[config.mk]
export PLATFORM = sky130hd
export DESIGN_NAME = logicnet_input_quantizer_flat
export DESIGN_NICKNAME = d
export VERILOG_FILES = /design/src/rtl/lnet_pkg.sv /design/src/rtl/logicnet_input_quantizer_if.sv /design/src/rtl/lnet_thresh_quant.sv /design/src/rtl/logicnet_input_quantizer.sv /design/src/flat_wrapper.sv
export SDC_FILE = /design/constraint.sdc
export NUM_CORES = 1
export LEC_CHECK = 0
export ABC_CLOCK_PERIOD_IN_PS = 5150
export CAP_MARGIN = 20
export CORE_UTILIZATION = 25
export DETAILED_ROUTE_END_ITERATION = 12
export GPL_ROUTABILITY_DRIVEN = 0
export HOLD_SLACK_MARGIN = 0.06
export PLACE_DENSITY = 0.43
export SLEW_MARGIN = 10
export SYNTH_ARGS = -nofsm -noshare
export SYNTH_HDL_FRONTEND = slang
export SYNTH_HIERARCHICAL = 1
export SYNTH_SLANG_ARGS = --single-unit
[constraint.sdc]
create_clock -name clk -period 5.15 [get_ports clk]
set_clock_uncertainty 0.1 [all_clocks]
set_input_delay 0.7725 -clock clk [delete_from_list [all_inputs] [get_ports clk]]
set_output_delay 0.7725 -clock clk [all_outputs]
set_load 0.02 [all_outputs]
[src/rtl/lnet_pkg.sv]
// Shared types and constants for the LogicNet input quantizer.
package lnet_pkg;

  localparam int CODE_W = 2;

  typedef enum logic [1:0] {
    COLLECT = 2'd0,
    HOLD    = 2'd1,
    DRAIN   = 2'd2
  } state_t;

  localparam logic [CODE_W-1:0] Q_LO = 2'b00;
  localparam logic [CODE_W-1:0] Q_ML = 2'b01;
  localparam logic [CODE_W-1:0] Q_MH = 2'b10;
  localparam logic [CODE_W-1:0] Q_HI = 2'b11;

endpackage

[src/rtl/logicnet_input_quantizer_if.sv]
// Feature stream in, packed sample out; slave is the quantizer's view.
interface logicnet_input_quantizer_if
  import lnet_pkg::*;
#(
  parameter int IN_W     = 16,
  parameter int NUM_FEAT = 16
) ();

  logic                         s_valid;
  logic                         s_ready;
  logic signed [IN_W-1:0]       s_data;
  logic                         s_last;
  logic                         m_valid;
  logic                         m_ready;
  logic [CODE_W*NUM_FEAT-1:0]   m_data;

  modport slave  (input  s_valid, s_data, s_last, m_ready,
                  output s_ready, m_valid, m_data);
  modport master (output s_valid, s_data, s_last, m_ready,
                  input  s_ready, m_valid, m_data);

endinterface

[src/rtl/lnet_thresh_quant.sv]
// Combinational three-threshold quantizer for one signed feature word.
module lnet_thresh_quant
  import lnet_pkg::*;
#(
  parameter int IN_W = 16
) (
  input  logic signed [IN_W-1:0] i_x,
  input  logic signed [IN_W-1:0] i_t0,
  input  logic signed [IN_W-1:0] i_t1,
  input  logic signed [IN_W-1:0] i_t2,
  output logic [CODE_W-1:0]      o_code
);

  always_comb begin
    o_code = Q_HI;
    if (i_x < i_t0)      o_code = Q_LO;
    else if (i_x < i_t1) o_code = Q_ML;
    else if (i_x < i_t2) o_code = Q_MH;
  end

endmodule

[src/rtl/logicnet_input_quantizer.sv]
// Quantizes a feature stream to 2-bit codes and packs NUM_FEAT of them per sample.
// LNET_THRESH_PROG_EN adds a cfg write port for the three thresholds.
//   state   | meaning
//   COLLECT | accepting beats into pack slots
//   HOLD    | sample complete, input stalled until m_ready
//   DRAIN   | sample complete (too long), dropping beats up to s_last
module logicnet_input_quantizer
  import lnet_pkg::*;
#(
  parameter int                   NUM_FEAT = 16,
  parameter int                   IN_W     = 16,
  parameter logic signed [IN_W-1:0] T0     = IN_W'(-256),
  parameter logic signed [IN_W-1:0] T1     = IN_W'(0),
  parameter logic signed [IN_W-1:0] T2     = IN_W'(256)
) (
  input  logic                      clk,
  input  logic                      rst_n,
  logicnet_input_quantizer_if.slave bus,
  output logic                      frame_err
`ifdef LNET_THRESH_PROG_EN
  ,
  input  logic                      cfg_we,
  input  logic [1:0]                cfg_sel,
  input  logic signed [IN_W-1:0]    cfg_wdata
`endif
);

  localparam int CNT_W = (NUM_FEAT > 1) ? $clog2(NUM_FEAT) : 1;
  localparam logic [CNT_W-1:0] CNT_LAST = CNT_W'(NUM_FEAT - 1);

  state_t                     r_state;
  logic [CNT_W-1:0]           r_cnt;
  logic [CODE_W*NUM_FEAT-1:0] r_pack;
  logic                       r_s_ready;
  logic                       r_m_valid;
  logic                       r_frame_err;
  logic                       r_taken;
  logic                       r_last_seen;

  logic signed [IN_W-1:0]     w_t0, w_t1, w_t2;
  logic [CODE_W-1:0]          w_code;
  logic                       w_accept;

`ifdef LNET_THRESH_PROG_EN
  logic signed [IN_W-1:0] r_t0, r_t1, r_t2;

  always_ff @(posedge clk or negedge rst_n) begin
    if (!rst_n) begin
      r_t0 <= T0;
      r_t1 <= T1;
      r_t2 <= T2;
    end else if (cfg_we) begin
      case (cfg_sel)
        2'd0:    r_t0 <= cfg_wdata;
        2'd1:    r_t1 <= cfg_wdata;
        2'd2:    r_t2 <= cfg_wdata;
        default: ;
      endcase
    end
  end

  assign w_t0 = r_t0;
  assign w_t1 = r_t1;
  assign w_t2 = r_t2;
`else
  assign w_t0 = T0;
  assign w_t1 = T1;
  assign w_t2 = T2;
`endif

  lnet_thresh_quant #(.IN_W(IN_W)) u_quant (
    .i_x    (bus.s_data),
    .i_t0   (w_t0),
    .i_t1   (w_t1),
    .i_t2   (w_t2),
    .o_code (w_code)
  );

  assign w_accept    = bus.s_valid & r_s_ready;
  assign bus.s_ready = r_s_ready;
  assign bus.m_valid = r_m_valid;
  assign bus.m_data  = r_pack;
  assign frame_err   = r_frame_err;

  always_ff @(posedge clk or negedge rst_n) begin
    if (!rst_n) begin
      r_state     <= COLLECT;
      r_cnt       <= '0;
      r_pack      <= '0;
      r_s_ready   <= 1'b1;
      r_m_valid   <= 1'b0;
      r_frame_err <= 1'b0;
      r_taken     <= 1'b0;
      r_last_seen <= 1'b0;
    end else begin
      r_frame_err <= 1'b0;
      case (r_state)
        COLLECT: begin
          if (w_accept) begin
            // Unwritten slots are already zero: the pack register is cleared on every sample exit.
            r_pack[{r_cnt, 1'b0} +: CODE_W] <= w_code;
            if (bus.s_last) begin
              r_state     <= HOLD;
              r_s_ready   <= 1'b0;
              r_m_valid   <= 1'b1;
              r_frame_err <= (r_cnt != CNT_LAST);
            end else if (r_cnt == CNT_LAST) begin
              r_state     <= DRAIN;
              r_m_valid   <= 1'b1;
              r_frame_err <= 1'b1;
              r_taken     <= 1'b0;
              r_last_seen <= 1'b0;
            end else begin
              r_cnt <= r_cnt + 1'b1;
            end
          end
        end
        HOLD: begin
          if (bus.m_ready) begin
            r_state   <= COLLECT;
            r_cnt     <= '0;
            r_pack    <= '0;
            r_m_valid <= 1'b0;
            r_s_ready <= 1'b1;
          end
        end
        DRAIN: begin
          // Exit needs both the sample delivered and the terminating s_last, in either order.
          if ((r_taken || bus.m_ready) && (r_last_seen || (bus.s_valid && bus.s_last))) begin
            r_state     <= COLLECT;
            r_cnt       <= '0;
            r_pack      <= '0;
            r_m_valid   <= 1'b0;
            r_taken     <= 1'b0;
            r_last_seen <= 1'b0;
          end else begin
            if (bus.m_ready) begin
              r_taken   <= 1'b1;
              r_m_valid <= 1'b0;
            end
            if (bus.s_valid && bus.s_last) r_last_seen <= 1'b1;
          end
        end
        default: r_state <= COLLECT;
      endcase
    end
  end

endmodule
[src/flat_wrapper.sv]
// flat-port wrapper written by rule: the top's interface ports become plain ports
module logicnet_input_quantizer_flat import lnet_pkg::*;
#(
  parameter int                   NUM_FEAT = 16,
  parameter int                   IN_W     = 16,
  parameter logic signed [IN_W-1:0] T0     = IN_W'(-256),
  parameter logic signed [IN_W-1:0] T1     = IN_W'(0),
  parameter logic signed [IN_W-1:0] T2     = IN_W'(256)
)
  (clk, rst_n, frame_err, bus_s_valid, bus_s_data, bus_s_last, bus_m_ready, bus_s_ready, bus_m_valid, bus_m_data);
  logicnet_input_quantizer_if #(.IN_W(IN_W), .NUM_FEAT(NUM_FEAT)) bus_i ();
  input  logic clk;
  input  logic rst_n;
  output logic frame_err;
  input wire logic [$bits(bus_i.s_valid)-1:0] bus_s_valid;
  input wire logic [$bits(bus_i.s_data)-1:0] bus_s_data;
  input wire logic [$bits(bus_i.s_last)-1:0] bus_s_last;
  input wire logic [$bits(bus_i.m_ready)-1:0] bus_m_ready;
  output wire logic [$bits(bus_i.s_ready)-1:0] bus_s_ready;
  output wire logic [$bits(bus_i.m_valid)-1:0] bus_m_valid;
  output wire logic [$bits(bus_i.m_data)-1:0] bus_m_data;
  assign bus_i.s_valid = bus_s_valid;
  assign bus_i.s_data = bus_s_data;
  assign bus_i.s_last = bus_s_last;
  assign bus_i.m_ready = bus_m_ready;
  assign bus_s_ready = bus_i.s_ready;
  assign bus_m_valid = bus_i.m_valid;
  assign bus_m_data = bus_i.m_data;
  logicnet_input_quantizer #(.NUM_FEAT(NUM_FEAT), .IN_W(IN_W), .T0(T0), .T1(T1), .T2(T2)) u_core (.clk(clk), .rst_n(rst_n), .bus(bus_i), .frame_err(frame_err));
endmodule
Word level (Yosys, flattened, before mapping)
Index checks and enable logic that the tools add are counted.

Bits in registers: 43. Output and inout bits: 35. Word-level logic and storage cells: 87.

Add/sub/neg operators: 2. $lt $le $gt $ge: 3. Equality and inequality tests: 14. Shift-type cells: 2. Multiplexer cells: 42. Bitwise gates (word level): 1. Reductions and logical operators: 15.

Operators with widths (number): $mux W32 (3); $pmux W32 S3 (1); $bwmux W32 (1); $shift A2 B7 Y32 const A (1); $shiftx A2 B7 Y32 (1); $mux W4 (5); $mux W1 (19); $lt A16 B1 Y1 const B (1); $lt A16 B10 Y1 const B (1); $lt A16 B9 Y1 const B (1); $mux W2 (7); $pmux W4 S3 (1); $reduce_and A4 Y1 (3); $reduce_and A5 Y1 (2); $ne A2 B2 Y1 const B (4); $neg A5 Y7 (1); $ne A2 B1 Y1 const B (3); $ne A3 B2 Y1 const B (2); $pmux W1 S2 (3); $pmux W2 S3 (1); $reduce_and A6 Y1 (1); $add A4 B1 Y4 const B (1); $eq A4 B4 Y1 const B (1); $ne A4 B4 Y1 const B (1); other kinds (11) (14).

Longest topological paths before layout
Depth in word-level cells: 8. Gate-level depth with buffers: 12. Depth with buffers taken out: 11.

Modules after synthesis
Netlist, hierarchy kept.

Modules (own cells, without submodules): logicnet_input_quantizer (times used 1, cells each 269, area each 2474.9 um^2, seq. area each 1077.3 um^2); lnet_thresh_quant (times used 1, cells each 157, area each 1176.1 um^2, seq. area each 0.0 um^2).

Worst setup path after synthesis
No wires, ideal clock.

Kind: input to register. From: input port bus_s_data[7]. To: register u_core.r_pack[21], in the netlist u_core/bus.m_data[21]. Library setup time: 0.083 ns. Arrival: 2.597 ns. Required time: 4.967 ns. Path slack: 2.370 ns. Stages: 9. Path buffers: 1. Cell sequence: ha_1 > nand4_1 > or4_1 > a31o_1 > a311oi_1 > and3_1 > buf_4 > mux2i_1 > o21ai_0.

Elaborated cells between the ends (all ways): 10. Classes of those cells: order compare: 3; shift: 1; mux: 6.

RTL lines: start, declared (RTL line flat_wrapper.sv:16) `input wire logic [$bits(bus_i.s_data)-1:0] bus_s_data;`; $lt A16 B1 Y1 (RTL line lnet_thresh_quant.sv:17) `else if (i_x < i_t1) o_code = Q_ML;`; $mux W2 (RTL line lnet_thresh_quant.sv:17); $mux W2 * (RTL line lnet_thresh_quant.sv:16) `if (i_x < i_t0) o_code = Q_LO;`; via u_core.w_code[1] (RTL line logicnet_input_quantizer.sv:41) `logic [CODE_W-1:0] w_code;`; $shiftx A2 B7 Y32 * (RTL line logicnet_input_quantizer.sv:101) `r_pack[{r_cnt, 1'b0} +: CODE_W] <= w_code;`; $bwmux W32 * (RTL line logicnet_input_quantizer.sv:101); $mux W32 * (RTL line logicnet_input_quantizer.sv:99) `if (w_accept) begin`; $pmux W32 S3 * (RTL line logicnet_input_quantizer.sv:97) `case (r_state)`; end signal, assigned by index (RTL line logicnet_input_quantizer.sv:101); end, declared (RTL line logicnet_input_quantizer.sv:33) `logic [CODE_W*NUM_FEAT-1:0] r_pack;`.

The timed path passes the listed nets; every way through them passes the cells marked *. The select of a mux whose other input is x is not followed. A chain may end at the register's enable or synchronous reset.

Worst setup path after layout
From: input port bus_s_data[9]. To: register u_core.r_pack[21], in the netlist u_core/bus.m_data[21].

Same word-level chain as after synthesis.

==> results.toml <==
[synthesis]
yosysSeqAreaShare = 0.295
yosys.area.top_type = "dfrtp_1"
yosys.area.top_type_share = 0.288
ys_seq_elements = 43
netlist_area_um2 = 3650
ys_warn_count = 6
synth.avg_cell_area_um2 = 8.57
async_flop_share = 1.00
synthTopCellsByArea = "dfrtp_1, ha_1, inv_1"
synthDistinctLibCells = 61
synthCells = 426
ys.flop_type = "dfrtp_1"
synth_edf_count = 0

[job]
maxCapViolCount = 0

[floorplanning]
dieArea_um2 = 15100
io_pins = 56
start_util = 0.260
die_height_um = 123
rows = 43
core-area_um2 = 14000
die_w_um = 123

[cts]
post_cts_resized = 0
clock_latency_ns = 0.28
clock_sinks = 43
clk_pin_slew_ns = 0.06
cts-root-buf = "clkbuf_16"
clock_path_buffers = 2
cts_made_buffers = 5
post-cts-setup-buffers = 0
cts_tree = "built"
postCtsHoldBufs = 0
htree_levels = 2

[drt]
vias = 3185
drt-total-wl_um = 9320
via_per_inst = 4.55
wl_per_cell_um = 13.3
drtAntennaViolNets = 0
firstDrtPassIters = 4
drtIter0Drc = 140
drc_errors = 0

[critical_path]
end_kind = "flop"
cp.arrival_ns = 3.63
critPathLaunchType = "primary input"
critical_path.max_fanout = 9
cp.required_ns = 5.25
critPathKind = "primary input to flop"

[cells_and_area]
multi_input_area_um2 = 2450
drive_gt1_frac = 0.0442
area_growth_pct = 27.9
register_area_um2 = 1080
n_fill_cell = 1479
fin_nets = 594
diodes = 0

[sta]
period_needed_ns = 3.53
finalSetupViolCount = 0
maxSlewViolCount = 0
hold_viol = 0
max_freq_mhz = 283
rsz0062_at_grt = "false"
period_share = 0.686
hold_slack_ns = 0.319
tightest_slew_ns = 0.652
maxSlewHeadroom = 0.565
finalSetupTns_ns = 0

[global_routing]
antenna_found_initial = 0
grt_overflow = 0
grt_use_total = 0.128
grt_start_max_net_pins = 44
grt_first_pass_wirelength_um = 15200
grt_pass1_vias = 3064

[worst_hold_path]
hp-class = "primary input to asynchronous set/reset pin"

[run_status]
outcome = "completed"

[power_and_ir_drop]
irDropWorstVdd_mv = 0.139
total_leakage_power_uw = 0.00211
p_total_uw = 788
power_density_nw_per_um2 = 169

[placed_design]
io_buffer_count = 55
post-dp-hpwl_um = 7000
## routing by layer
layer  share of wire  track usage
met5               0            0
met4          0.0031       0.0213
met3           0.034       0.0177
met2            0.45        0.203
met1            0.51        0.186
## logic make-up (layout without fill, tap and decap cells)
| logic type | count (synthesis) | count (layout) | synth area share |
|---|---|---|---|
| muxes | 15 | 15 | 0.0411 |
| adders and majority gates | 54 | 54 | 0.185 |
| xor gates and xnor gates | 1 | 1 | 0.00240 |
| DFF | 43 | 43 | 0.295 |
| and+or+nand+nor | 125 | 125 | 0.180 |
| buffers and inverters | 73 | 121 | 0.0822 |
| other | 2 | 48 | 0.00206 |
| AOI/OAI and AO/OA | 113 | 113 | 0.212 |
## power by group
| group | switching [uW] | internal (uW) |
|---|---|---|
| clock | 129 | 180 |
| combinational | 71.7 | 63.8 |
| sequential | 2.71 | 341 |
| total | 204 | 584 |
## synth_stat cells (3+ instances only)
master,n
or2_2,3
o21ai_0,23
nand2_1,41
a2111oi_0,3
nor2b_1,7
clkbuf_1,7
ha_1,54
a21o_1,5
nor4b_1,3
a21oi_1,20
inv_1,56
mux2i_1,15
o21ai_1,11
nand3_1,11
nand4_1,7
and2_1,3
a311oi_1,3
buf_4,3
nand2b_1,7
o211ai_1,4
or3_1,3
o31ai_1,5
a31oi_1,6
o2bb2ai_1,12
buf_2,5
nor2_1,19
dfrtp_1,42
nor3_1,4
and3_1,4
o21a_1,5
## final timing paths
path,startpoint,endpoint,slack (ns),depth (start not counted)
worst max register to register,u_core/r_cnt[0]$_DFFE_PN0P_,u_core/bus.m_data[11]$_DFFE_PN0P_,2.59,6
max in group asynchronous,rst_n,u_core/bus.s_ready$_DFFE_PN1P_,4.07,2
worst min-delay path,rst_n,u_core/bus.m_data[18]$_DFFE_PN0P_,0.32,1
min in group clk,u_core/bus.m_data[3]$_DFFE_PN0P_,u_core/bus.m_data[3]$_DFFE_PN0P_,0.39,1
worst min register to register,u_core/bus.m_data[3]$_DFFE_PN0P_,u_core/bus.m_data[3]$_DFFE_PN0P_,0.39,1
worst max-delay path,bus_s_data[9],u_core/bus.m_data[21]$_DFFE_PN0P_,1.62,9
## flip-flops by register name, indices dropped and copies added (netlist names)
name                flops
u_core/bus.m_data      32
u_core/bus.m_valid      1
u_core/bus.s_ready      1
u_core/r_taken          1
u_core/r_state          2
u_core/frame_err        1
u_core/r_last_seen      1
u_core/r_cnt            4
## area by class of cell
| type | instances | share of cell area |
|---|---|---|
| Clock buffer | 7 | 0.0284 |
| Clock inverter | 1 | 0.00107 |
| Inverter | 56 | 0.0450 |
| Multi-Input combinational cell | 356 | 0.524 |
| Sequential cell | 43 | 0.231 |
| Tap cell | 180 | 0.0482 |
| Timing Repair Buffer | 57 | 0.123 |
## through the flow
stage	cell area, um2	worst slack, ns	std cells	utilization
floorplan	3820	2.37	472	-
global placement	4510	1.29	691	0.321
detailed placement	4510	1.26	691	0.321
CTS	4650	1.54	699	0.331
global route	4670	1.28	700	0.333
finish	4670	1.62	700	0.333
## cells in the final DEF (no fill, tap or decap), types with 12 or more instances in the layout
cell / count
inv_1: 56
o21ai_0: 23
nor2_1: 19
o2bb2ai_1: 12
ha_1: 54
dfrtp_1: 42
nand2_1: 41
clkdlybuf4s50_1: 54
conb_1: 48
a21oi_1: 20
mux2i_1: 15
## critical path, stage by stage
cell,delay [ns]
clkdlybuf4s50_1,0.55
ha_1,0.19
nand4_1,0.15
or4_1,0.56
a31o_1,0.21
a311oi_1,0.40
and3_1,0.51
mux2i_1,0.13
o21ai_0,0.16
(Power assumes the default switching activity.)
